<file path="src/rtl/sched_pkg.sv">
// Shared definitions for the issue scoreboard: FSM state encoding, register address
// width and default sizing parameters.
package sched_pkg;

    localparam int unsigned REG_ADDR_W   = 5;
    localparam int unsigned NUM_REGS_DEF = 32;
    localparam int unsigned CNT_W_DEF    = 2;

    typedef enum logic [1:0] {
        SB_RUN    = 2'd0,
        SB_DRAIN  = 2'd1,
        SB_HALTED = 2'd2
    } sb_state_e;

endpackage

</file>
<file path="src/rtl/sb_counter.sv">
// sb_counter: one saturating up/down pending-write counter for a single register.
// Ports:
//   clk, rstd  clock and synchronous active-high reset
//   inc        one more write issued to this register (ignored when full)
//   dec        writeback retires a write to this register (ignored when zero)
//   clr        flush: clear to zero, suppresses same-cycle inc/dec/underflow
//   cnt        current registered count
//   zero, full count is 0 / count is at maximum
//   underflow  dec requested while count is 0 (combinational pulse)
module sb_counter #(
    parameter int unsigned CNT_W = 2
) (
    input  logic             clk,
    input  logic             rstd,
    input  logic             inc,
    input  logic             dec,
    input  logic             clr,
    output logic [CNT_W-1:0] cnt,
    output logic             zero,
    output logic             full,
    output logic             underflow
);

    logic [CNT_W-1:0] cnt_q, cnt_d;

    always_comb begin
        cnt_d     = cnt_q;
        underflow = 1'b0;
        zero      = (cnt_q == '0);
        full      = (cnt_q == '1);
        if (clr) begin
            cnt_d = '0;
        end else begin
            underflow = dec && zero;
            // inc and dec together cancel; each is masked at its boundary so it never wraps
            unique case ({inc && !full, dec && !zero})
                2'b10:   cnt_d = cnt_q + CNT_W'(1);
                2'b01:   cnt_d = cnt_q - CNT_W'(1);
                default: cnt_d = cnt_q;
            endcase
        end
    end

    always_ff @(posedge clk) begin
        if (rstd) begin
            cnt_q <= '0;
        end else begin
            cnt_q <= cnt_d;
        end
    end

    assign cnt = cnt_q;

endmodule

</file>
<file path="src/rtl/issue_scoreboard.sv">
// issue_scoreboard: per-register pending-write scoreboard and issue controller.
// Counts in-flight writes per architectural register, derives operand readiness and
// the data-hazard stall for decode, and sequences halt drain (RUN/DRAIN/HALTED).
// Ports:
//   clk, rstd                      clock, synchronous active-high reset
//   issue_*, rs1_*/rs2_*           decode-side instruction presented this cycle
//   wb_valid, wb_addr              writeback retire of one register write
//   flush                          discard all in-flight writes
//   rs1_ready, rs2_ready           source has no pending write (combinational)
//   is_data_hazard, issue_accept   stall / issue decision (combinational)
//   halted                         halt drained, core idle (registered)
//   err_underflow                  sticky: retire of a register with count 0
//   pending_total                  registered sum of all counters
// Configuration macro: SCOREBOARD_WB_BYPASS_EN -- when defined, a source whose only
// pending write retires this cycle is reported ready (writeback data is forwarded).
module issue_scoreboard
    import sched_pkg::*;
#(
    parameter int unsigned NUM_REGS = NUM_REGS_DEF,
    parameter int unsigned CNT_W    = CNT_W_DEF,
    parameter int unsigned TOT_W    = 7
) (
    input  logic                  clk,
    input  logic                  rstd,
    input  logic                  issue_valid,
    input  logic                  issue_w_enable,
    input  logic [REG_ADDR_W-1:0] issue_rd_addr,
    input  logic                  issue_is_halt,
    input  logic [REG_ADDR_W-1:0] rs1_addr,
    input  logic [REG_ADDR_W-1:0] rs2_addr,
    input  logic                  rs1_used,
    input  logic                  rs2_used,
    input  logic                  wb_valid,
    input  logic [REG_ADDR_W-1:0] wb_addr,
    input  logic                  flush,
    output logic                  rs1_ready,
    output logic                  rs2_ready,
    output logic                  is_data_hazard,
    output logic                  issue_accept,
    output logic                  halted,
    output logic                  err_underflow,
    output logic [TOT_W-1:0]      pending_total
);

    logic [CNT_W-1:0]    cnt [NUM_REGS];
    logic [NUM_REGS-1:0] zero;
    logic [NUM_REGS-1:0] full;
    logic [NUM_REGS-1:0] uflow;

    sb_state_e        state_q, state_d;
    logic [TOT_W-1:0] pending_total_q, pending_total_d;
    logic             err_underflow_q, err_underflow_d;

    logic sat;
    logic inc_any;
    logic dec_any;

    // x0 is never tracked: always zero, never full, never underflows
    assign cnt[0]   = '0;
    assign zero[0]  = 1'b1;
    assign full[0]  = 1'b0;
    assign uflow[0] = 1'b0;

    assign inc_any = issue_accept && issue_w_enable && (issue_rd_addr != '0);
    assign dec_any = wb_valid && (wb_addr != '0) && !zero[wb_addr];

    for (genvar i = 1; i < NUM_REGS; i++) begin : g_cnt
        sb_counter #(
            .CNT_W (CNT_W)
        ) u_cnt (
            .clk       (clk),
            .rstd      (rstd),
            .inc       (inc_any && (issue_rd_addr == REG_ADDR_W'(i))),
            .dec       (wb_valid && (wb_addr == REG_ADDR_W'(i))),
            .clr       (flush),
            .cnt       (cnt[i]),
            .zero      (zero[i]),
            .full      (full[i]),
            .underflow (uflow[i])
        );
    end

    always_comb begin
        rs1_ready = (rs1_addr == '0) || (cnt[rs1_addr] == '0);
        rs2_ready = (rs2_addr == '0) || (cnt[rs2_addr] == '0);
`ifdef SCOREBOARD_WB_BYPASS_EN
        if (wb_valid && (wb_addr == rs1_addr) && (cnt[rs1_addr] == CNT_W'(1))) begin
            rs1_ready = 1'b1;
        end
        if (wb_valid && (wb_addr == rs2_addr) && (cnt[rs2_addr] == CNT_W'(1))) begin
            rs2_ready = 1'b1;
        end
`endif
    end

    always_comb begin
        sat            = issue_w_enable && (issue_rd_addr != '0) && full[issue_rd_addr];
        is_data_hazard = issue_valid && (state_q == SB_RUN) &&
                         ((rs1_used && !rs1_ready) || (rs2_used && !rs2_ready) || sat);
        issue_accept   = issue_valid && (state_q == SB_RUN) && !is_data_hazard;
    end

    always_comb begin
        pending_total_d = pending_total_q;
        err_underflow_d = err_underflow_q | (|uflow);
        state_d         = state_q;

        if (flush) begin
            pending_total_d = '0;
        end else begin
            pending_total_d = pending_total_q + TOT_W'(inc_any) - TOT_W'(dec_any);
        end

        unique case (state_q)
            SB_RUN: begin
                // A halt whose issue leaves nothing in flight skips DRAIN
                if (!flush && issue_accept && issue_is_halt) begin
                    state_d = (pending_total_d == '0) ? SB_HALTED : SB_DRAIN;
                end
            end
            SB_DRAIN: begin
                if (flush) begin
                    state_d = SB_RUN;
                end else if (pending_total_d == '0) begin
                    state_d = SB_HALTED;
                end
            end
            SB_HALTED: state_d = SB_HALTED;
            default:   state_d = SB_RUN;
        endcase
    end

    always_ff @(posedge clk) begin
        if (rstd) begin
            state_q         <= SB_RUN;
            pending_total_q <= '0;
            err_underflow_q <= 1'b0;
        end else begin
            state_q         <= state_d;
            pending_total_q <= pending_total_d;
            err_underflow_q <= err_underflow_d;
        end
    end

    assign halted        = (state_q == SB_HALTED);
    assign err_underflow = err_underflow_q;
    assign pending_total = pending_total_q;

endmodule
</file>
<file path="config.mk">
export PLATFORM = sky130hd
export DESIGN_NAME = issue_scoreboard
export DESIGN_NICKNAME = d
export VERILOG_FILES = /design/src/rtl/sched_pkg.sv /design/src/rtl/sb_counter.sv /design/src/rtl/issue_scoreboard.sv
export SDC_FILE = /design/constraint.sdc
export NUM_CORES = 1
export LEC_CHECK = 0
export ABC_AREA = 1
export CORE_AREA = 2 2 131 133
export DETAILED_ROUTE_END_ITERATION = 6
export DIE_AREA = 0 0 133 135
export GPL_ROUTABILITY_DRIVEN = 0
export HOLD_SLACK_MARGIN = 0.02
export PLACE_DENSITY = 0.65
export REMOVE_ABC_BUFFERS = 1
export SKIP_LAST_GASP = 1
export SLEW_MARGIN = 40
export SYNTH_ARGS = -nofsm -noshare
export SYNTH_HDL_FRONTEND = slang
export SYNTH_SLANG_ARGS = --single-unit
</file>
<file path="constraint.sdc">
create_clock -name clk -period 7.7 [get_ports clk]
set_input_delay 1.54 -clock clk [delete_from_list [all_inputs] [get_ports clk]]
set_output_delay 1.54 -clock clk [all_outputs]
set_load 0.005 [all_outputs]
</file>
* Word-level counts from Yosys, hierarchy flattened
Cells that the tools add are included.
Storage, ports and cells: register bits after elaboration 72, bits of input ports 29
Operators by class: order comparisons 4, mux-type cells 78, bitwise operators 3, $add $sub $neg 64, reduce and logical (&&, ||, !) cells 312, equality and inequality tests 159
Operator list (number):
- $logic_and A1 B1 Y1 | 168
- $eq A5 B5 Y1 const B | 32
- $eq A2 B2 Y1 const B | 63
- $pmux W2 S2 | 31
- $eq A5 B4 Y1 const B | 16
- $logic_not A2 Y1 | 34
- $logic_not A1 Y1 | 67
- $eq A2 B1 Y1 const B | 32
- $add A2 B1 Y2 const B | 31
- $reduce_bool A2 Y1 | 31
- $sub A2 B1 Y2 const B | 31
- $eq A5 B3 Y1 const B | 8
- $mux W1 | 33
- $reduce_or A31 Y1 | 1
- $bmux W2 S5 | 2
- $eq A5 B2 Y1 const B | 4
- $mux W2 | 8
- $ge A6 B6 Y1 const B | 2
- $lt A5 B6 Y1 const B | 2
- $not A5 Y6 | 2
- $bmux W1 S5 | 2
- $eq A5 B1 Y1 const B | 2
- $logic_not A5 Y1 | 2
- $reduce_bool A5 Y1 | 2
- 11 further kinds | 14

* Depth between registers and ports, before layout
Gate-level depths: netlist of run 1.
word-level depth 22, gate-level depth with buffers 32, depth with buffers taken out 31

* By module
A second synthesis of run 1 with hierarchy kept.
Second synthesis, totals: cells, all modules 1356, area total of the unflattened synthesis 7996.4 um2
By module, submodules not included:
- sb_counter | seq. area each 40.0 um2, area each 167.7 um2, cells an instance 26, instances 31
- issue_scoreboard | seq. area each 200.2 um2, area each 2798.9 um2, cells an instance 550, instances 1

* Worst setup path after synthesis of run 1
OpenSTA, ideal clock, no wires.
kind input-to-reg, start point input port rs2_addr[2], end point register state_q[1], data required time 7.630 ns, slack 3.250 ns, arrival time 4.380 ns, setup time 0.070 ns, path buffers 1, cell stages on the path 31, cell sequence clkbuf_1 inv_1 nand2_1 nand3_1 nand3_1 nand2_1 nand2_1 nand3_1 nand2_1 nand2_1 nand3_2 nor2_4 nand2_2 ha_1 inv_1 ha_1 inv_1 fa_1 inv_1 nand3_1 nand2_1 nand2_1 nand2_1 a21oi_1 nor2_1 nor2_1 nand2_1 nand4_1 nand2_1 nand2_1 a21oi_1
Between the ends: longest elaborated chain between the ends 22, elaborated cells on any way between the ends 28, those cells by class 2 x add/sub; 2 x eq/ne; 7 x mux; 1 x bitwise; 16 x reduce/logical
RTL lines:
- start, declared | RTL line issue_scoreboard.sv:30 | input logic [REG_ADDR_W-1:0] rs2_addr,
- $not A5 Y6 (implied by the code) | RTL line issue_scoreboard.sv:85 | rs2_ready = (rs2_addr == '0) || (cnt[rs2_addr] == '0);
- $bmux W2 S5 | RTL line issue_scoreboard.sv:85
- $mux W2 (implied by the code) (2 in series) | RTL line issue_scoreboard.sv:85
- $logic_not A2 Y1 | RTL line issue_scoreboard.sv:85
- $logic_or A1 B1 Y1 (*) | RTL line issue_scoreboard.sv:85
- $logic_not A1 Y1 (*) | RTL line issue_scoreboard.sv:99 | ((rs1_used && !rs1_ready) || (rs2_used && !rs2_ready) || sat);
- $logic_and A1 B1 Y1 (*) | RTL line issue_scoreboard.sv:99
- $logic_or A1 B1 Y1 (*) (2 in series) | RTL line issue_scoreboard.sv:99
- [... 3 more ...]
- via issue_accept | RTL line issue_scoreboard.sv:39 | output logic issue_accept,
- $logic_and A1 B1 Y1 (2 in series) | RTL line issue_scoreboard.sv:64 | assign inc_any = issue_accept && issue_w_enable && (issue_rd_addr != '0);
- $add A7 B1 Y7 | RTL line issue_scoreboard.sv:111 | pending_total_d = pending_total_q + TOT_W'(inc_any) - TOT_W'(dec_any);
- $sub A7 B1 Y7 | RTL line issue_scoreboard.sv:111
- $mux W7 | RTL line issue_scoreboard.sv:108 | if (flush) begin
- $logic_not A7 Y1 | RTL line issue_scoreboard.sv:118, issue_scoreboard.sv:124
- $mux W2 | RTL line issue_scoreboard.sv:118 | state_d = (pending_total_d == '0) ? SB_HALTED : SB_DRAIN;
- $mux W2 | RTL line issue_scoreboard.sv:117 | if (!flush && issue_accept && issue_is_halt) begin
- $pmux W2 S3 | RTL line issue_scoreboard.sv:114 | unique case (state_q)
- end signal, assigned | RTL line issue_scoreboard.sv:139 | state_q <= state_d;
- end, declared | RTL line issue_scoreboard.sv:50 | sb_state_e state_q, state_d;
Mark *: on every way through the listed nets, which the timed path passes. The rest lies on a longest branch. The select of a mux whose other input is x is not followed. A chain may end at the register's enable or synchronous reset.

* Worst setup path in the final report of run 1
start point input port rs2_addr[0], end point output port issue_accept
Between the ends: longest elaborated chain between the ends 13, elaborated cells on any way between the ends 14, those cells by class 3 x mux; 1 x bitwise; 10 x reduce/logical
RTL lines:
- $not A5 Y6 (implied by the code) | RTL line issue_scoreboard.sv:85
- $bmux W2 S5 | RTL line issue_scoreboard.sv:85
- $mux W2 (implied by the code) (2 in series) | RTL line issue_scoreboard.sv:85
- $logic_not A2 Y1 | RTL line issue_scoreboard.sv:85
- $logic_or A1 B1 Y1 (*) | RTL line issue_scoreboard.sv:85
- $logic_not A1 Y1 (*) | RTL line issue_scoreboard.sv:99
- $logic_and A1 B1 Y1 (*) | RTL line issue_scoreboard.sv:99
- $logic_or A1 B1 Y1 (*) (2 in series) | RTL line issue_scoreboard.sv:99
- $logic_and A1 B1 Y1 (*) | RTL line issue_scoreboard.sv:98 | is_data_hazard = issue_valid && (state_q == SB_RUN) &&
- $logic_not A1 Y1 (*) | RTL line issue_scoreboard.sv:100 | issue_accept = issue_valid && (state_q == SB_RUN) && !is_data_hazard;
- $logic_and A1 B1 Y1 (*) | RTL line issue_scoreboard.sv:100
- end, declared | RTL line issue_scoreboard.sv:39
Every way passes the cells marked *; elsewhere a longest branch is shown, timed or not. The select of a mux whose other input is x is not followed.

==> summary.md, run 1 <==
| Metric | Value |
|---|---|
| Final min period | 5.88 ns |
| Core area | 0.0164 sq mm |
| Clk_lat worst skew | around 0.35 ns |
| Initial antenna violation count | 0 |
| Via density | 5.34 |
| Final HPWL DP | 14.4 mm |
| Root Buffer | clkbuf_16 |
| Max-Cap Viols | 0 |
| Layout area overhead | 14.5% |
| Vias in the first global route | 5,869 |
| Arr. time, crit path | 4.34 ns |
| Yosys reg bits | slightly above 70 |
| Area share of the largest cell type after synthesis | 0.241 |
| Sequential fraction of the synthesis area | 0.241 |
| Register area | 0.00144 sq mm |
| Critical Path RT | around 6.2 ns |
| # hold bufs at CTS | 0 |
| Post-layout net count | 1,108 |
| Unique masters post-synth | 41 |
| Crit path capture type | output port |
| Routed Antenna Nets | 0 |
| Clock-pin slew on the worst setup and hold paths | about 0.06 ns |
| Cell taking the most area after synthesis | dfxtp_1 |
| Routed wire length | approximately 20 mm |
| WL per Instance | about 15 microns |
| Worst slew margin | 0.355 |
| TritonCTS Buffers | 9 |
| First-pass GRT wire length | between 30 and 40 mm |
| Max clock buf depth | 2 |
| Post-synthesis cell area | 0.00598 sq mm |
| Overall power | slightly above 1 mW |
| Critical Setup Path Class | input port to output port |
| Width of the die | between 100 and 150 microns |
| CTS resizes | 0 |
| CTS sink cnt | 72 |
| Synth area leaders | dfxtp_1 24%, nand2_1 15%, nor2_1 8.6%, inv_1 8.5%, ha_1 7.9% |
| Initial DRC count | roughly 790 |
| CP max stage delay | between 0.7 and 0.8 ns |
| Die Area | around 0.018 sq mm |
| Largest net degree at the start of global routing | between 60 and 70 |
| Critical-path cell list | clkdlybuf4s50_1 > clkinv_1 > nand3_1 > nand3_1 > nand2_1 > nand2_1 > nand3_1 > nand2_1 > nand2_1 > nand3_2 > nor2_4 > clkdlybuf4s50_1 |
| Ys Warns | 0 |
| Power density over the cells | between 100 and 150 mW/mm^2 |
| H-tree levels | 3 |
| Leak | ~3.1 nW |
| CP Max Fanout | 11 |
| Final hold violation count | 0 |
| Fin crit share | 0.764 |
| Final setup skew | between 0.007 and 0.008 ns |
| Final Max Tran Viols | 0 |
| Worst Hold Class | flop to flop |
| Outcome | finished, final reports clean |
| Synth Area per Inst | between 5 and 6 sq um |
| Total global-route track usage | 0.219 |
| Final setup fails | 0 |
| Ports | 42 |
| Cells after Synth | just over 1,000 |
| Measured slew at the worst slew-check pin | 0.963 ns |
| Critical Path Source Type | input port |
| Setup repair after global routing missed its margin | no |
| Fmax | roughly 170 MHz |
| Setup TNS | 0 ns |
| VDD IR max | around 0.10 mV |
| Row count | 47 |
| # diodes | 0 |
| Starting Density | 0.365 |
| DRC viols | 0 |
| Most used cell, CP | nand2_1 |
| Post-CTS Setup Inserts | 0 |
| Most common cell after layout, fill and taps aside | nand2_1 |
| Multi-input gate area | between 0.003 and 0.004 sq mm |
| Vert. Die Dim | roughly 140 microns |
| Remaining global-route overflow | 0 |
| Fill cell count | roughly 1,700 |
| Most frequent cells in the layout | 243 x nand2_1, 136 x nor2_1, 135 x inv_1, 81 x a21oi_1, 81 x o21ai_0 |
| First drt pass iteration count | 7 |
| Via Count | about 6,800 |
| PortBufs | 41 |
| CTS tree | done |
| Layout cell share with drive strength beyond 1 | 0.0373 |
| Slowest cell on crit path | clkdlybuf4s50_1 |
==> report_power, final <==
group	leakage, nW	internal, mW	switching [mW]
Clock	0.139	0.244	0.166
Sequential	0.581	0.380	0.00629
Combinational	2.34	0.0811	0.136
==> worst paths after layout <==
kind | start | endpoint | slack [ns] | cells after the start
worst max-delay path | rs2_addr[0] | issue_accept | 1.82 | 12
worst min-delay path | g_cnt[4].u_cnt.cnt[1] | g_cnt[4].u_cnt.cnt[1] | 0.45 | 1
worst min register to register | g_cnt[4].u_cnt.cnt[1] | g_cnt[4].u_cnt.cnt[1] | 0.45 | 1
worst max register to register | g_cnt[2].u_cnt.cnt[0] | state_q[1] | 3.62 | 30
==> sequential cells by signal, summed over array words and instances (netlist names) <==
name             count
state_q              2
pending_total        7
err_underflow        1
g_cnt.u_cnt.cnt     62
==> Yosys cell counts, drive strengths merged <==
master,number
a211oi,1
a21oi,81
a221oi,1
a22oi,3
a31oi,4
a41oi,1
buf,10
clkbuf,19
clkinv,2
dfxtp,72
fa,1
ha,38
inv,141
nand2,245
nand3,79
nand3b,2
nand4,33
nor2,146
nor3,15
nor3b,7
nor4,11
o2111ai,1
o211ai,2
o21ai,86
o221ai,4
o22ai,4
o2bb2ai,1
or2,1
xnor2,1
xor2,2
==> worst max-delay path, delay by kind of cell <==
kind,cells,cell delay [ns]
AND/OR/NAND/NOR,9,1.12
buffers and inverters,3,1.67
==> routing by layer <==
metal | share of wire | vias to the layer above | track usage
li1 | - | 3405 | -
met1 | 0.44 | 2916 | 0.299
met2 | 0.41 | 345 | 0.324
met3 | 0.098 | 94 | 0.0559
met4 | 0.043 | 0 | 0.101
met5 | 0 | - | 0
==> final cells by class <==
class	count	share of cell area
Inverter	143	0.0783
Tap cell	220	0.0402
Sequential cell	72	0.210
Clock buffer	14	0.0400
Multi-Input combinational cell	770	0.566
Timing Repair Buffer	44	0.0632
Clock inverter	2	0.00183
==> kinds of logic (layout without fill, tap and decap cells) <==
kind of cell | count (synthesis) | after routing | synth area share
xor+xnor | 3 | 3 | 0.00439
flops | 72 | 72 | 0.241
fa+ha+maj | 39 | 39 | 0.0828
buf+inv | 172 | 203 | 0.112
simple gates | 539 | 539 | 0.392
compound gates | 189 | 189 | 0.168
==> through the flow <==
stage / util / hold WS (ns) / instance area (sq um) / setup WS, ns / cells
floorplan: - / 0.426 / 5850 / 3.27 / 985
global placement: 0.400 / 0.442 / 6570 / 1.95 / 1249
detailed placement: 0.400 / 0.441 / 6570 / 1.91 / 1249
CTS: 0.418 / 0.454 / 6850 / 1.90 / 1265
global route: 0.418 / 0.482 / 6850 / 1.69 / 1265
finish: 0.418 / 0.454 / 6850 / 1.82 / 1265
Power figures use the tool's default switching activity.
==> run 2: changes to the inputs <==
- PLACE_DENSITY: 0.65 -> 0.67
- clock period: 7.7 -> 4.9 ns (I/O delays scaled with it)
==> summary.md, run 2 (synthesis gave the netlist of run 1 again) <==
| Metric | Value |
|---|---|
| Critical Path RT | 5.19 ns (-0.97 ns) |
| Setup repair after global routing missed its margin | no |
| Post-layout net count | 1,127 (+1.7%) |
| Post-route cell area | 0.00703 sq mm (+2.6%) |
| VDD IR max | 0.171 mV (+64%) |
| Root Buffer | clkbuf_16 |
| Sw frac | 0.313 (+0.00896) |
| CP Max Fanout | 8 (-3) |
| Layout area overhead | 17.6% |
| Clk_lat worst skew | 0.36 ns (about the same) |
| Max-Cap Viols | 0 (unchanged) |
| Final setup fails | 0 (unchanged) |
| Worst Hold Class | flop to flop |
| Final setup skew | 0.00881 ns (+0.00166 ns) |
| WL per Instance | 15.1 microns (-2.3%) |
| PortBufs | 41 (unchanged) |
| Most frequent cells in the layout | 243 x nand2_1, 136 x nor2_1, 135 x inv_1, 81 x a21oi_1, 81 x o21ai_0 |
| Via Count | 6,890 (+1.9%) |
| First drt pass iteration count | 7 (unchanged) |
| Critical Setup Path Class | input port to flop |
| Area after DPL | 0.00672 sq mm (+2.4%) |
| Leak | 3.17 nW (+3.7%) |
| Multi-input gate area | 0.00388 sq mm (+0.13%) |
| Clock-pin slew on the worst setup and hold paths | 0.07 ns (about the same) |
| Pint | 1.14 mW (+61%) |
| Power density over the cells | 235 mW/mm^2 (+59%) |
| Flop pwr share | 0.367 (-0.014) |
| Fmax | 222 MHz |
| # diodes | 0 (unchanged) |
| Starting Density | 0.365 (unchanged) |
| Comb power frac | 0.211 (-0.003) |
| First-pass GRT wire length | 30.9 mm (about the same) |
| Total global-route track usage | 0.220 (+0.000968) |
| Dpl ws | 0.0195 ns (-1.89 ns) |
| Fin crit share | 0.919 |
| Width of the die | 133 microns (unchanged) |
| Routed wire length | 19.4 mm (-0.81%) |
| CTS sink cnt | 72 (unchanged) |
| Vias in the first global route | 5,959 (+1.5%) |
| Outcome | finished, final reports clean |
| Worst setup margin | 0.396 ns (-1.42 ns) |
| Final min period | around 4.5 ns |
| Post-CTS Setup Inserts | 0 (unchanged) |
| Critical Path Source Type | input port |
| DRC viols | 0 (unchanged) |
| Register area | 0.00144 sq mm (unchanged) |
| CTS tree | done |
| Final Max Tran Viols | 0 (unchanged) |
| Measured slew at the worst slew-check pin | 0.785 ns (-0.179 ns) |
| Core area | 0.0164 sq mm (unchanged) |
| Row count | 47 (unchanged) |
| Initial antenna violation count | 0 (unchanged) |
| Max reg flops | 62 (unchanged) |
| H-tree levels | 3 (unchanged) |
| Via density | 5.37 (+0.41%) |
| Max clock buf depth | 2 (unchanged) |
| Arr. time, crit path | 4.80 ns (+0.46 ns) |
| Layout cell share with drive strength beyond 1 | 0.0564 (+0.0191) |
| # hold bufs at CTS | 0 (unchanged) |
| Most used cell, CP | nand2_1 |
| Crit path capture type | flop |
| Setup TNS | 0 ns (unchanged) |
| Hold Slack | 0.461 ns (+0.00706 ns) |
| Clock network fraction of design power | 0.422 (+0.017) |
| TritonCTS Buffers | 9 (unchanged) |
| Largest net degree at the start of global routing | 39 (-37%) |
| Core Util, Final | 0.429 (+0.0111) |
| Initial DRC count | 844 (+6.7%) |
| Routed Antenna Nets | 0 (unchanged) |
| Worst slew margin | 0.476 (+0.120) |
| CP max stage delay | 0.64 ns (-0.12 ns) |
| Ports | 42 (unchanged) |
| Remaining global-route overflow | 0 (unchanged) |
| P_sw | 0.516 mW (+68%) |
| Final HPWL DP | 15.1 mm (+4.5%) |
| Most common cell after layout, fill and taps aside | nand2_1 |
| CTS resizes | 0 (unchanged) |
| Fill cell count | 1,735 (-0.69%) |
| Final hold violation count | 0 (unchanged) |
| Slowest cell on crit path | clkdlybuf4s50_1 |
| Vert. Die Dim | 135 microns (unchanged) |
| Die Area | 0.0180 sq mm (unchanged) |
[run 2: per-layer routing]
layer / global-route usage / part of all wire / up-vias
li1: - / - / 3442
met3: 0.0571 / 0.10 / 64
met5: 0 / 0 / -
met2: 0.338 / 0.42 / 350
met1: 0.300 / 0.44 / 3034
met4: 0.0717 / 0.031 / 0
[run 2: worst max-delay path, delay by kind of cell]
| kind | cells | cell delay [ns] |
|---|---|---|
| simple gates | 21 | 1.79 |
| buf+inv | 5 | 0.95 |
| fa+ha+maj | 3 | 0.78 |
| compound gates | 3 | 0.33 |
[run 2: final timing paths]
kind | from | end | slack [ns] | cells past startpoint
min reg2reg | g_cnt[4].u_cnt.cnt[1] | g_cnt[4].u_cnt.cnt[1] | 0.46 | 1
min | g_cnt[4].u_cnt.cnt[1] | g_cnt[4].u_cnt.cnt[1] | 0.46 | 1
max | issue_rd_addr[1] | state_q[1] | 0.40 | 32
max reg2reg | g_cnt[3].u_cnt.cnt[0] | state_q[1] | 0.92 | 30
[run 2: power groups by stage]
stage          Sequential, mW  Combinational [mW]  Clock [mW]
3_5_place_dp            0.619               0.343           0
4_1_cts                 0.606               0.345       0.714
3_3_place_gp            0.619               0.340           0
6_report                0.606               0.349       0.697
5_1_grt                 0.607               0.392       0.734
2_1_floorplan           0.619               0.202           0
[run 2: layout make-up]
class	instances	area share
inverters	143	0.0763
clock inverters	7	0.0114
clock buffers	9	0.0320
multi-input cells	770	0.552
repair buffers	63	0.0840
well taps	220	0.0391
flip-flops and latches	72	0.205
[run 2: stage by stage]
step / power, mW / std cells
after floorplan: 0.820 / 985
final: 1.65 / 1284
after global routing: 1.73 / 1284
after global placement: 0.959 / 1268
after CTS: 1.66 / 1284
after detailed placement: 0.963 / 1268
==> run 3: changes to the inputs <==
- GPL_ROUTABILITY_DRIVEN: 0 -> not set
==> summary.md, run 3 (synthesis gave the netlist of run 1 again) <==
| Metric | Value |
|---|---|
| Largest net degree at the start of global routing | 49 (+26%) |
| Fin crit share | 0.910 (-0.00911) |
| Routed Antenna Nets | 0 (unchanged) |
| DRC viols | 0 (unchanged) |
| Remaining global-route overflow | 0 (unchanged) |
| Final HPWL DP | 15.2 mm (+1.1%) |
| Most common cell after layout, fill and taps aside | nand2_1 |
| Total global-route track usage | 0.221 (+0.00148) |
| Critical Setup Path Class | input port to flop |
| Critical Path Source Type | input port |
| Via Count | 6,829 (-0.89%) |
| CP max stage delay | 0.53 ns (-0.11 ns) |
| PortBufs | 41 (unchanged) |
| Non-Filler Instances | 1,285 (+0.078%) |
| Row count | 47 (unchanged) |
| Max-Cap Viols | 0 (unchanged) |
| Layout cell share with drive strength beyond 1 | 0.0554 (-0.000992) |
| DR WL met3 | 1.91 mm (-3.6%) |
| Clock-pin slew on the worst setup and hold paths | 0.06 ns (about the same) |
| Final setup skew | 0.00794 ns (-0.000868 ns) |
| WL per Instance | 15.3 microns (+1.3%) |
| Crit path capture type | flop |
| Starting Density | 0.365 (unchanged) |
| Critical Path RT | 5.18 ns (about the same) |
| Initial antenna violation count | 0 (unchanged) |
| Fmax | 224 MHz (+1.0%) |
| Die Area | 0.0180 sq mm (unchanged) |
| Multi-input gate area | 0.00388 sq mm (-0.13%) |
| Register area | 0.00144 sq mm (unchanged) |
| Vert. Die Dim | 135 microns (unchanged) |
| First drt pass iteration count | 6 (-1) |
| Ports | 42 (unchanged) |
| Setup repair after global routing missed its margin | no |
| Post-Route M1 WL | 8.96 mm (+4.3%) |
| Crit. path cell count | 31 (-3.1%) |
| Worst Reg-to-Reg Cells | 30 (unchanged) |
| Width of the die | 133 microns (unchanged) |
| Met2 wire length | 8.20 mm (about the same) |
| Measured slew at the worst slew-check pin | 0.711 ns (-0.0739 ns) |
| CTS tree | done |
| Highest routed layer | met4 |
| Arr. time, crit path | 4.74 ns (-0.06 ns) |
| Root Buffer | clkbuf_16 |
| CP Max Fanout | 8 (unchanged) |
| CTS sink cnt | 72 (unchanged) |
| Most used cell, CP | nand2_1 |
| Layout area overhead | 17.2% |
| CP Capture Point | state_q[1] |
| Crit path launch | issue_rd_addr[0] |
| Setup TNS | 0 ns (unchanged) |
| Hold_sp | err_underflow |
| Final Max Tran Viols | 0 (unchanged) |
| Post-layout net count | 1,129 (+0.18%) |
| First-pass GRT wire length | 31.1 mm (+0.67%) |
| Final GP Congestion | 1.03 |
| Max clock buf depth | 2 (unchanged) |
| Reg2reg setup slack | 0.96 ns (+0.04 ns) |
| # hold bufs at CTS | 0 (unchanged) |
| Post-CTS Setup Inserts | 0 (unchanged) |
| Worst path top cell family by delay | simple AND/OR/NAND/NOR gates |
| Power density over the cells | 231 mW/mm^2 (-1.7%) |
| Routed wire length | 19.6 mm (+1.4%) |
| Final hold violation count | 0 (unchanged) |
| Initial DRC count | 823 (-2.5%) |
| Vias in the first global route | 5,939 (-0.34%) |
| Worst slew margin | 0.524 (+0.0488) |
| Outcome | finished, final reports clean |
| TritonCTS Buffers | 9 (unchanged) |
| H-tree levels | 3 (unchanged) |
| Worst setup margin | 0.441 ns (+0.0446 ns) |
| Core area | 0.0164 sq mm (unchanged) |
| Clk_lat worst skew | 0.35 ns (about the same) |
| WP buf/inv | 5 (unchanged) |
| Final min period | 4.46 ns (-0.0446 ns) |
| CTS resizes | 0 (unchanged) |
| # diodes | 0 (unchanged) |
| Worst r2r src | g_cnt[3].u_cnt.cnt[0] |
| Leak | 3.16 nW (-0.43%) |
| Dpl ws | 0.127 ns (+0.107 ns) |
| Fill cell count | 1,769 (+2.0%) |
| Slowest cell on crit path | clkdlybuf4s50_1 |
| Worst Hold Class | flop to flop |
| Most frequent cells in the layout | 243 x nand2_1, 136 x nor2_1, 135 x inv_1, 81 x a21oi_1, 81 x o21ai_0 |
| Final setup fails | 0 (unchanged) |
| VDD IR max | 0.146 mV (-14%) |
| Max reg flops | 62 (unchanged) |
| Worst R2R End | state_q[1] |
| Via density | 5.31 (-0.96%) |
| DP Cell Count | 1,270 (+0.16%) |
-- run 3: changes by cell type in the layout (fill, tap and decap cells not counted), sizes merged --
cell           change
clkbuf             +3
buf                +2
clkinv             -2
inv                -2
clkdlybuf4s50      +1
dlymetal6s2s       -1
-- run 3: worst min-delay path, stage by stage (launching register included) --
cell     delay [ns]
dfxtp_1        0.31
inv_1          0.04
o21ai_0        0.06
-- run 3: cell type report --
cell class | count | area share
tap | 220 | 0.0393
inverter | 143 | 0.0765
clock buffer | 12 | 0.0351
sequential | 72 | 0.206
timing repair buffer | 65 | 0.0842
clock inverter | 3 | 0.00607
multi-input combinational | 770 | 0.553
-- run 3: worst min-delay path by stage --
stage	depth (start not counted)	end
6_report	2	err_underflow
5_1_grt	1	g_cnt[31].u_cnt.cnt[1]
4_1_cts	1	g_cnt[4].u_cnt.cnt[1]
3_5_place_dp	1	g_cnt[4].u_cnt.cnt[1]
3_3_place_gp	1	g_cnt[4].u_cnt.cnt[1]
2_1_floorplan	1	g_cnt[4].u_cnt.cnt[1]
-- run 3: where the power goes --
| part | switching (mW) | internal (mW) |
|---|---|---|
| Combinational | 0.211 | 0.139 |
| Clock | 0.258 | 0.405 |
| Sequential | 0.00954 | 0.597 |
| Total | 0.479 | 1.14 |
-- run 3: per-layer routing --
metal | vias up | GRT usage
li1 | 3445 | -
met1 | 3008 | 0.316
met2 | 326 | 0.330
met3 | 50 | 0.0480
met4 | 0 | 0.0753
met5 | - | 0
-- run 3: per-stage QoR --
step | total power [mW] | instance area, sq um | hold slack [ns] | utilization
floorplan | 0.820 | 5850 | 0.426 | -
global placement | 0.961 | 6720 | 0.435 | 0.410
detailed placement | 0.961 | 6720 | 0.456 | 0.410
CTS | 1.63 | 7010 | 0.467 | 0.427
global route | 1.70 | 7010 | 0.487 | 0.427
finish | 1.62 | 7010 | 0.466 | 0.427
